`config.mk`:
```
export PLATFORM = sky130hd
export DESIGN_NAME = rvx_ram_arbiter
export DESIGN_NICKNAME = d
export VERILOG_FILES = /design/src/rtl/rvx_ram_arbiter.sv
export SDC_FILE = /design/constraint.sdc
export NUM_CORES = 1
export LEC_CHECK = 0
export BUFFER_PORTS_ARGS = -buffer_cell sky130_fd_sc_hd__buf_4
export CAP_MARGIN = 15
export CORE_AREA = 2 2 123 125
export DETAILED_ROUTE_END_ITERATION = 10
export DIE_AREA = 0 0 125 127
export HOLD_SLACK_MARGIN = 0.12
export PLACE_DENSITY = 0.64
export SYNTH_ARGS = -nofsm -noshare
export SYNTH_HDL_FRONTEND = slang
export SYNTH_SLANG_ARGS = --single-unit
```
`constraint.sdc`:
```
create_clock -name clock -period 3.35 [get_ports clock]
set_input_delay 0.1675 -clock clock [delete_from_list [all_inputs] [get_ports clock]]
set_output_delay 0.1675 -clock clock [all_outputs]
set_load 0.03 [all_outputs]
```
`src/rtl/rvx_ram_arbiter.sv`:
```
// Round-robin arbiter sharing one RAM request/response port between an
// instruction-fetch manager (M0) and a data manager (M1), with a response watchdog.
module rvx_ram_arbiter #(
  parameter int unsigned RESPONSE_TIMEOUT = 15
) (
  input  logic        clock,
  input  logic        reset,
  input  logic [31:0] m0_rw_address,
  input  logic        m0_read_request,
  input  logic        m0_write_request,
  input  logic [31:0] m0_write_data,
  input  logic [3:0]  m0_write_strobe,
  output logic [31:0] m0_read_data,
  output logic        m0_read_response,
  output logic        m0_write_response,
  input  logic [31:0] m1_rw_address,
  input  logic        m1_read_request,
  input  logic        m1_write_request,
  input  logic [31:0] m1_write_data,
  input  logic [3:0]  m1_write_strobe,
  output logic [31:0] m1_read_data,
  output logic        m1_read_response,
  output logic        m1_write_response,
  output logic [31:0] s_rw_address,
  output logic [31:0] s_write_data,
  output logic [3:0]  s_write_strobe,
  output logic        s_read_request,
  output logic        s_write_request,
  input  logic [31:0] s_read_data,
  input  logic        s_read_response,
  input  logic        s_write_response
);

  typedef enum logic [1:0] {
    ST_IDLE  = 2'd0,
    ST_ISSUE = 2'd1,
    ST_WAIT  = 2'd2
  } state_t;

  localparam bit         WD_EN    = (RESPONSE_TIMEOUT != 32'd0);
  localparam logic [7:0] WD_LIMIT = 8'(RESPONSE_TIMEOUT);

  state_t      state_q, state_d;
  logic        last_grant_q, last_grant_d;
  logic        grant_q, grant_d;
  logic        rd_pend_q, rd_pend_d;
  logic        wr_pend_q, wr_pend_d;
  logic [7:0]  wd_q, wd_d;
  logic [31:0] addr_q, addr_d;
  logic [31:0] wdata_q, wdata_d;
  logic [3:0]  strb_q, strb_d;
  logic        rreq_q, rreq_d;
  logic        wreq_q, wreq_d;

  logic        m0_pend_s, m1_pend_s, sel_s, expire_s;
  logic        rd_done_s, wr_done_s, rd_left_s, wr_left_s;
  logic [31:0] rdata_s;

  assign m0_pend_s = m0_read_request | m0_write_request;
  assign m1_pend_s = m1_read_request | m1_write_request;

  // Next-state, arbitration and completion logic
  always_comb begin
    state_d      = state_q;
    last_grant_d = last_grant_q;
    grant_d      = grant_q;
    rd_pend_d    = rd_pend_q;
    wr_pend_d    = wr_pend_q;
    wd_d         = wd_q;
    addr_d       = addr_q;
    wdata_d      = wdata_q;
    strb_d       = strb_q;
    rreq_d       = rreq_q;
    wreq_d       = wreq_q;
    sel_s        = 1'b0;
    expire_s     = 1'b0;
    rd_done_s    = 1'b0;
    wr_done_s    = 1'b0;
    rd_left_s    = 1'b0;
    wr_left_s    = 1'b0;
    rdata_s      = 32'd0;
    case (state_q)
      ST_IDLE: begin
        if (m0_pend_s || m1_pend_s) begin
          // Contention goes to whoever lost the previous grant
          sel_s        = (m0_pend_s && m1_pend_s) ? ~last_grant_q : m1_pend_s;
          grant_d      = sel_s;
          last_grant_d = sel_s;
          addr_d       = sel_s ? m1_rw_address    : m0_rw_address;
          wdata_d      = sel_s ? m1_write_data    : m0_write_data;
          strb_d       = sel_s ? m1_write_strobe  : m0_write_strobe;
          rreq_d       = sel_s ? m1_read_request  : m0_read_request;
          wreq_d       = sel_s ? m1_write_request : m0_write_request;
          rd_pend_d    = rreq_d;
          wr_pend_d    = wreq_d;
          state_d      = ST_ISSUE;
        end else begin
          state_d = ST_IDLE;
        end
      end
      ST_ISSUE: begin
        rreq_d  = 1'b0;
        wreq_d  = 1'b0;
        wd_d    = 8'd1;
        state_d = ST_WAIT;
      end
      ST_WAIT: begin
        expire_s  = WD_EN && (wd_q == WD_LIMIT);
        rd_left_s = rd_pend_q & ~s_read_response;
        wr_left_s = wr_pend_q & ~s_write_response;
        // A forced completion pulses only what is still outstanding, with zero data
        rd_done_s = rd_pend_q & (s_read_response | expire_s);
        wr_done_s = wr_pend_q & (s_write_response | expire_s);
        rdata_s   = (rd_pend_q && s_read_response) ? s_read_data : 32'd0;
        if (expire_s || !(rd_left_s || wr_left_s)) begin
          rd_pend_d = 1'b0;
          wr_pend_d = 1'b0;
          wd_d      = 8'd0;
          state_d   = ST_IDLE;
        end else begin
          rd_pend_d = rd_left_s;
          wr_pend_d = wr_left_s;
          wd_d      = (wd_q == 8'hFF) ? wd_q : wd_q + 8'd1;
          state_d   = ST_WAIT;
        end
      end
      default: begin
        state_d = ST_IDLE;
      end
    endcase
  end

  // State and request registers with synchronous active-low reset
  always_ff @(posedge clock) begin
    if (!reset) begin
      state_q      <= ST_IDLE;
      last_grant_q <= 1'b1;
      grant_q      <= 1'b0;
      rd_pend_q    <= 1'b0;
      wr_pend_q    <= 1'b0;
      wd_q         <= 8'd0;
      addr_q       <= 32'd0;
      wdata_q      <= 32'd0;
      strb_q       <= 4'd0;
      rreq_q       <= 1'b0;
      wreq_q       <= 1'b0;
    end else begin
      state_q      <= state_d;
      last_grant_q <= last_grant_d;
      grant_q      <= grant_d;
      rd_pend_q    <= rd_pend_d;
      wr_pend_q    <= wr_pend_d;
      wd_q         <= wd_d;
      addr_q       <= addr_d;
      wdata_q      <= wdata_d;
      strb_q       <= strb_d;
      rreq_q       <= rreq_d;
      wreq_q       <= wreq_d;
    end
  end

  assign s_rw_address    = addr_q;
  assign s_write_data    = wdata_q;
  assign s_write_strobe  = strb_q;
  assign s_read_request  = rreq_q;
  assign s_write_request = wreq_q;

  assign m0_read_response  = rd_done_s & ~grant_q;
  assign m0_write_response = wr_done_s & ~grant_q;
  assign m0_read_data      = grant_q ? 32'd0 : rdata_s;
  assign m1_read_response  = rd_done_s & grant_q;
  assign m1_write_response = wr_done_s & grant_q;
  assign m1_read_data      = grant_q ? rdata_s : 32'd0;

endmodule

```
# After elaboration in Yosys (flattened, before gate mapping)
# Cells that the tools add are included.
op_classes:
  n_addsub: 1
  eq_ne: 6
  muxes: 26
  n_bitwise: 16
  n_reduce_logical: 14
op_table:
  columns: ["op", "n"]
  rows:
  - ["$mux W32", 6]
  - ["$mux W8", 2]
  - ["$pmux W8 S2", 1]
  - ["$mux W1", 10]
  - ["$add A8 B1 Y8 const B", 1]
  - ["$and A1 B1 Y1", 8]
  - ["$eq A8 B4 Y1 const B", 1]
  - ["$eq A8 B8 Y1 const B", 1]
  - ["$pmux W1 S2", 4]
  - ["$reduce_and A2 Y1", 4]
  - ["$pmux W2 S3", 1]
  - ["$reduce_bool A2 Y1", 3]
  - ["$mux W4", 1]
  - ["$not A1 Y1", 4]
  - ["$or A1 B1 Y1", 4]
  - ["$logic_or A1 B1 Y1", 3]
  - ["$ne A3 B3 Y1 const B", 1]
  - ["$eq A2 B1 Y1 const B", 1]
  - ["$eq A2 B2 Y1 const B", 1]
  - ["$logic_and A1 B1 Y1", 2]
  - ["$logic_not A2 Y1", 1]
  - ["$mux W2", 1]
  - ["$ne A2 B2 Y1 const B", 1]
  - ["$logic_not A1 Y1", 1]
word_totals:
  reg_bits: 84
  inputBits: 176
  out_inout_bits: 138
  word_cells: 74

# Logic depth before layout (Yosys ltp)
logic_depth:
  word_depth: 7
  depth_mapped: 8
  mapped_depth_nobuf: 6

# Least setup slack after synthesis
# Ideal clock, no wire load.
synth_timing:
  kind: "flip-flop to output port"
  from: "reg wd_q[0]"
  to: "out m0_read_response"
  arrival_ns: 1.721
  required_time_ns: 3.182
  slack_ns: 1.461
  path_stages_with_launch: 6
  n_path_buf: 0
  path_cell_list: "dfxtp_1 -> ha_1 -> nand3_1 -> nor2b_1 -> nor2_1 -> nor3_1"
synth_via:
  elab_chain_cells: 5
synth_lines:
  columns: ["item", "line_no", "source"]
  rows:
  - ["from (decl)", "48", "logic [7:0] wd_q, wd_d;"]
  - ["from (signal assigned)", "153", "wd_q <= wd_d;"]
  - ["$eq A8 B4 Y1", "108", "expire_s = WD_EN && (wd_q == WD_LIMIT);"]
  - ["$or A1 B1 Y1", "112", "rd_done_s = rd_pend_q & (s_read_response | expire_s);"]
  - ["$and A1 B1 Y1", "112", null]
  - ["$mux W1", "82", "case (state_q)"]
  - ["$and A1 B1 Y1", "168", "assign m0_read_response = rd_done_s & ~grant_q;"]
  - ["to (decl)", "14", "output logic m0_read_response,"]
# No other way between the ends.

# Final worst setup path
layout_timing:
  from: "reg state_q[1]"
  to: "out m0_read_data[21]"
layout_via:
  elab_chain_cells: 3
layout_lines:
  columns: ["item", "line_no", "source"]
  rows:
  - ["from (decl)", "43", "state_t state_q, state_d;"]
  - ["from (signal assigned)", "148", "state_q <= state_d;"]
  - ["$eq A2 B2 Y1", "82", null]
  - ["$mux W32", "82", null]
  - ["$mux W32", "170", "assign m0_read_data = grant_q ? 32'd0 : rdata_s;"]
  - ["to (decl)", "13", "output logic [31:0] m0_read_data,"]
# No other way between the ends.

==> impl_metrics.toml <==
[synth]
async_flop_share_pct = 0
ys_seq_area_share_pct = 37.5
syn_avg_cell_area_um2 = 9.12
synth_edf_count = 0
yosysTopAreaCellShare_pct = 37.5
synth_ff_type = "dfxtp_1"
yosysMostFrequentCell = "dfxtp_1"
synth_area_leaders = "dfxtp_1 37%, mux2i_1 15%, a211oi_2 11%"
synth_cells = 492
netlist_top_cells_count = "84 x dfxtp_1, 83 x nor2_1, 68 x mux2i_1"
mappedNetlistNets = 669
synth_cell_types = 37
yosysWarningCount = 0
synth_area_um2 = 4490
synth_top_area_cell = "dfxtp_1"
synth_seq_cells = 84

[global_routing]
met2_usage_pct = 33.1
grt_overflow = 0
met3_usage_pct = 4.52
antenna_found_initial = 0
grtUsageMet1_pct = 21.8
grt_max_degree = 86
grt_first_pass_wirelength_um = 23800
busiest_layer = "met2"
grt_pass1_vias = 4680
grt.total_usage_pct = 18.3

[placed_design]
post-place-ws_ns = 1.02
dpl_cell_area_um2 = 6940
portBuffers = 313
gp_congestion = 0.894
dp_hpwl_um = 11800

[sta]
setup_viol = 0
slew_viol_final = 0
slew_headroom_pct = 40.2
setup_tns_ns = 0
fmax_mhz = 410
period_needed_ns = 2.44
setup_slack_ns = 0.910
hold_violations = 0
worst_pin_slew_ns = 0.896
grt_setup_unrepaired = "no"
fin_crit_sh_pct = 72.8
fin_skew_ns = 0.00701

[job]
maxCapViolCount = 0

[floorplanning]
die_area_um2 = 15900
io-pin-count = 314
initial_core_util_pct = 31.1
fp.dieW_um = 125
core-area_um2 = 14400
num_rows = 44
die_h_um = 127

[drt]
drt_iter0_drc = 188
wire_per_inst_um = 15.6
routed_wirelength_um = 15200
antenna_left = 0
route.detailed.drc = 0
vias_per_cell = 4.82
num_vias = 4690
dr.pass1.iters = 4

[setup_path]
arrival_ns = 2.27
slowest_delay_ns = 0.53
worstSetupPathType = "reg2out"
start_kind = "flop"
cp_max_fo = 32
crit_path_end_kind = "output pin"
cpMostUsedCell = "buf_4"
cp_slowest_cell = "nor2b_1"
worstPathRequired_ns = 3.18
path_cells = "nor2b_1 > nand2_1 > nor3_2 > buf_4 > and2_1 > buf_4"

[pwr]
p_clk_share_pct = 30.7
combPwrFrac_pct = 33.8
ir_worst_vdd_mv = 0.256
p_switching_mw = 1.12
switching_share_pct = 33.0
seqPwrFrac_pct = 35.5
total_power_mw = 3.38
p_int_mw = 2.26
powerDensity_nw_per_um2 = 466
power.leakage_nw = 3.60

[clocking]
cts-resized-gates = 0
root_buffer = "clkbuf_16"
cts_sinks = 84
cts_buffers = 9
cts_max_level = 3
cts_tree = "built"
path_clk_slew_ns = 0.06
cts_buffer_depth = 2
insertion_delay_ns = 0.33

[final_layout]
fillers = 1396
nets = 962
fin_area_um2 = 7260
drive_above_1_share_pct = 48.0
diodes = 0
area_growth_pct = 61.8

[min_path]
hold_class = "in2reg"

[run_status]
outcome = "complete, no violations"
area by class of cell:
type	count	area, um^2	area share (%)
timing repair buffer	321	2420	33.4
clock inverter	4	73.8	1.02
clock buffer	11	233	3.21
sequential	84	1680	23.2
tap	184	230	3.17
inverter	4	16.3	0.224
multi-input combinational	365	2600	35.8
power groups by stage:
stage | Combinational, mW | Clock, mW | Sequential [mW]
detailed placement | 1.15 | 0 | 1.22
CTS | 1.15 | 1.06 | 1.20
global route | 1.22 | 1.11 | 1.22
finish | 1.14 | 1.04 | 1.20
global placement | 1.13 | 0 | 1.22
floorplan | 0.483 | 0 | 1.44
repair_timing:
| action | 4_1_cts | 5_1_grt |
|---|---|---|
| endpoints found under the setup margin | 0 | 0 |
| hold buffers | 1 | 0 |
| endpoints found under the hold margin | 1 | 0 |
| buffers inserted | 0 | 0 |
flip-flops by register name, indices dropped and copies added, names as in the netlist, 2 cells and up:
| signal | count |
|---|---|
| s_write_data | 32 |
| s_rw_address | 32 |
| state_q | 2 |
| s_write_strobe | 4 |
| wd_q | 8 |
layer usage:
metal | share of wire (%) | up-vias
li1 | - | 2334
met1 | 41 | 2119
met2 | 51 | 219
met3 | 7.0 | 18
met4 | 1.5 | 0
met5 | 0 | -
placed cells by master, fill, tap and decap left out, drive strengths merged, types with 5 or more instances in the layout:
cell type,synthesis,layout
nand2b,5,5
a211oi,68,68
nor2b,5,5
nor3,7,7
buf,19,320
nand2,11,11
o21ai,10,10
clkbuf,20,11
nor2,83,83
and2,65,65
mux2i,68,68
nand3,8,8
dfxtp,84,84
a31oi,7,7
a21oi,10,10
critical path: cells and delay by family, from the launching register on:
family	cells	cell delay [ns]
and+or+nand+nor	4	1.12
DFF	1	0.36
buffers and inverters	2	0.45
worst paths after layout:
kind              slack (ns)             start          endpoint  depth (start not counted)
hold / removal          0.20  m1_write_data[8]   s_write_data[8]                          3
hold reg to reg         0.49         wr_pend_q         wr_pend_q                          2
setup / recovery        0.91        state_q[1]  m0_read_data[21]                          6
setup reg to reg        1.05        state_q[0]   s_write_data[1]                          5
logic make-up after synthesis:
logic type | share of synthesized area, %
and+or+nand+nor | 21.5
muxes | 15.2
DFF | 37.5
adders and majority gates | 0.279
AOI/OAI and AO/OA | 20.5
buffers and inverters | 5.05
stage by stage:
step | hold slack (ns) | util [%] | cells
2_1_floorplan | 0.401 | - | 492
3_3_place_gp | 0.414 | 48.1 | 957
3_5_place_dp | 0.415 | 48.1 | 957
4_1_cts | 0.180 | 50.3 | 973
5_1_grt | 0.195 | 50.3 | 973
6_report | 0.197 | 50.3 | 973
Power figures use the tool's default switching activity.
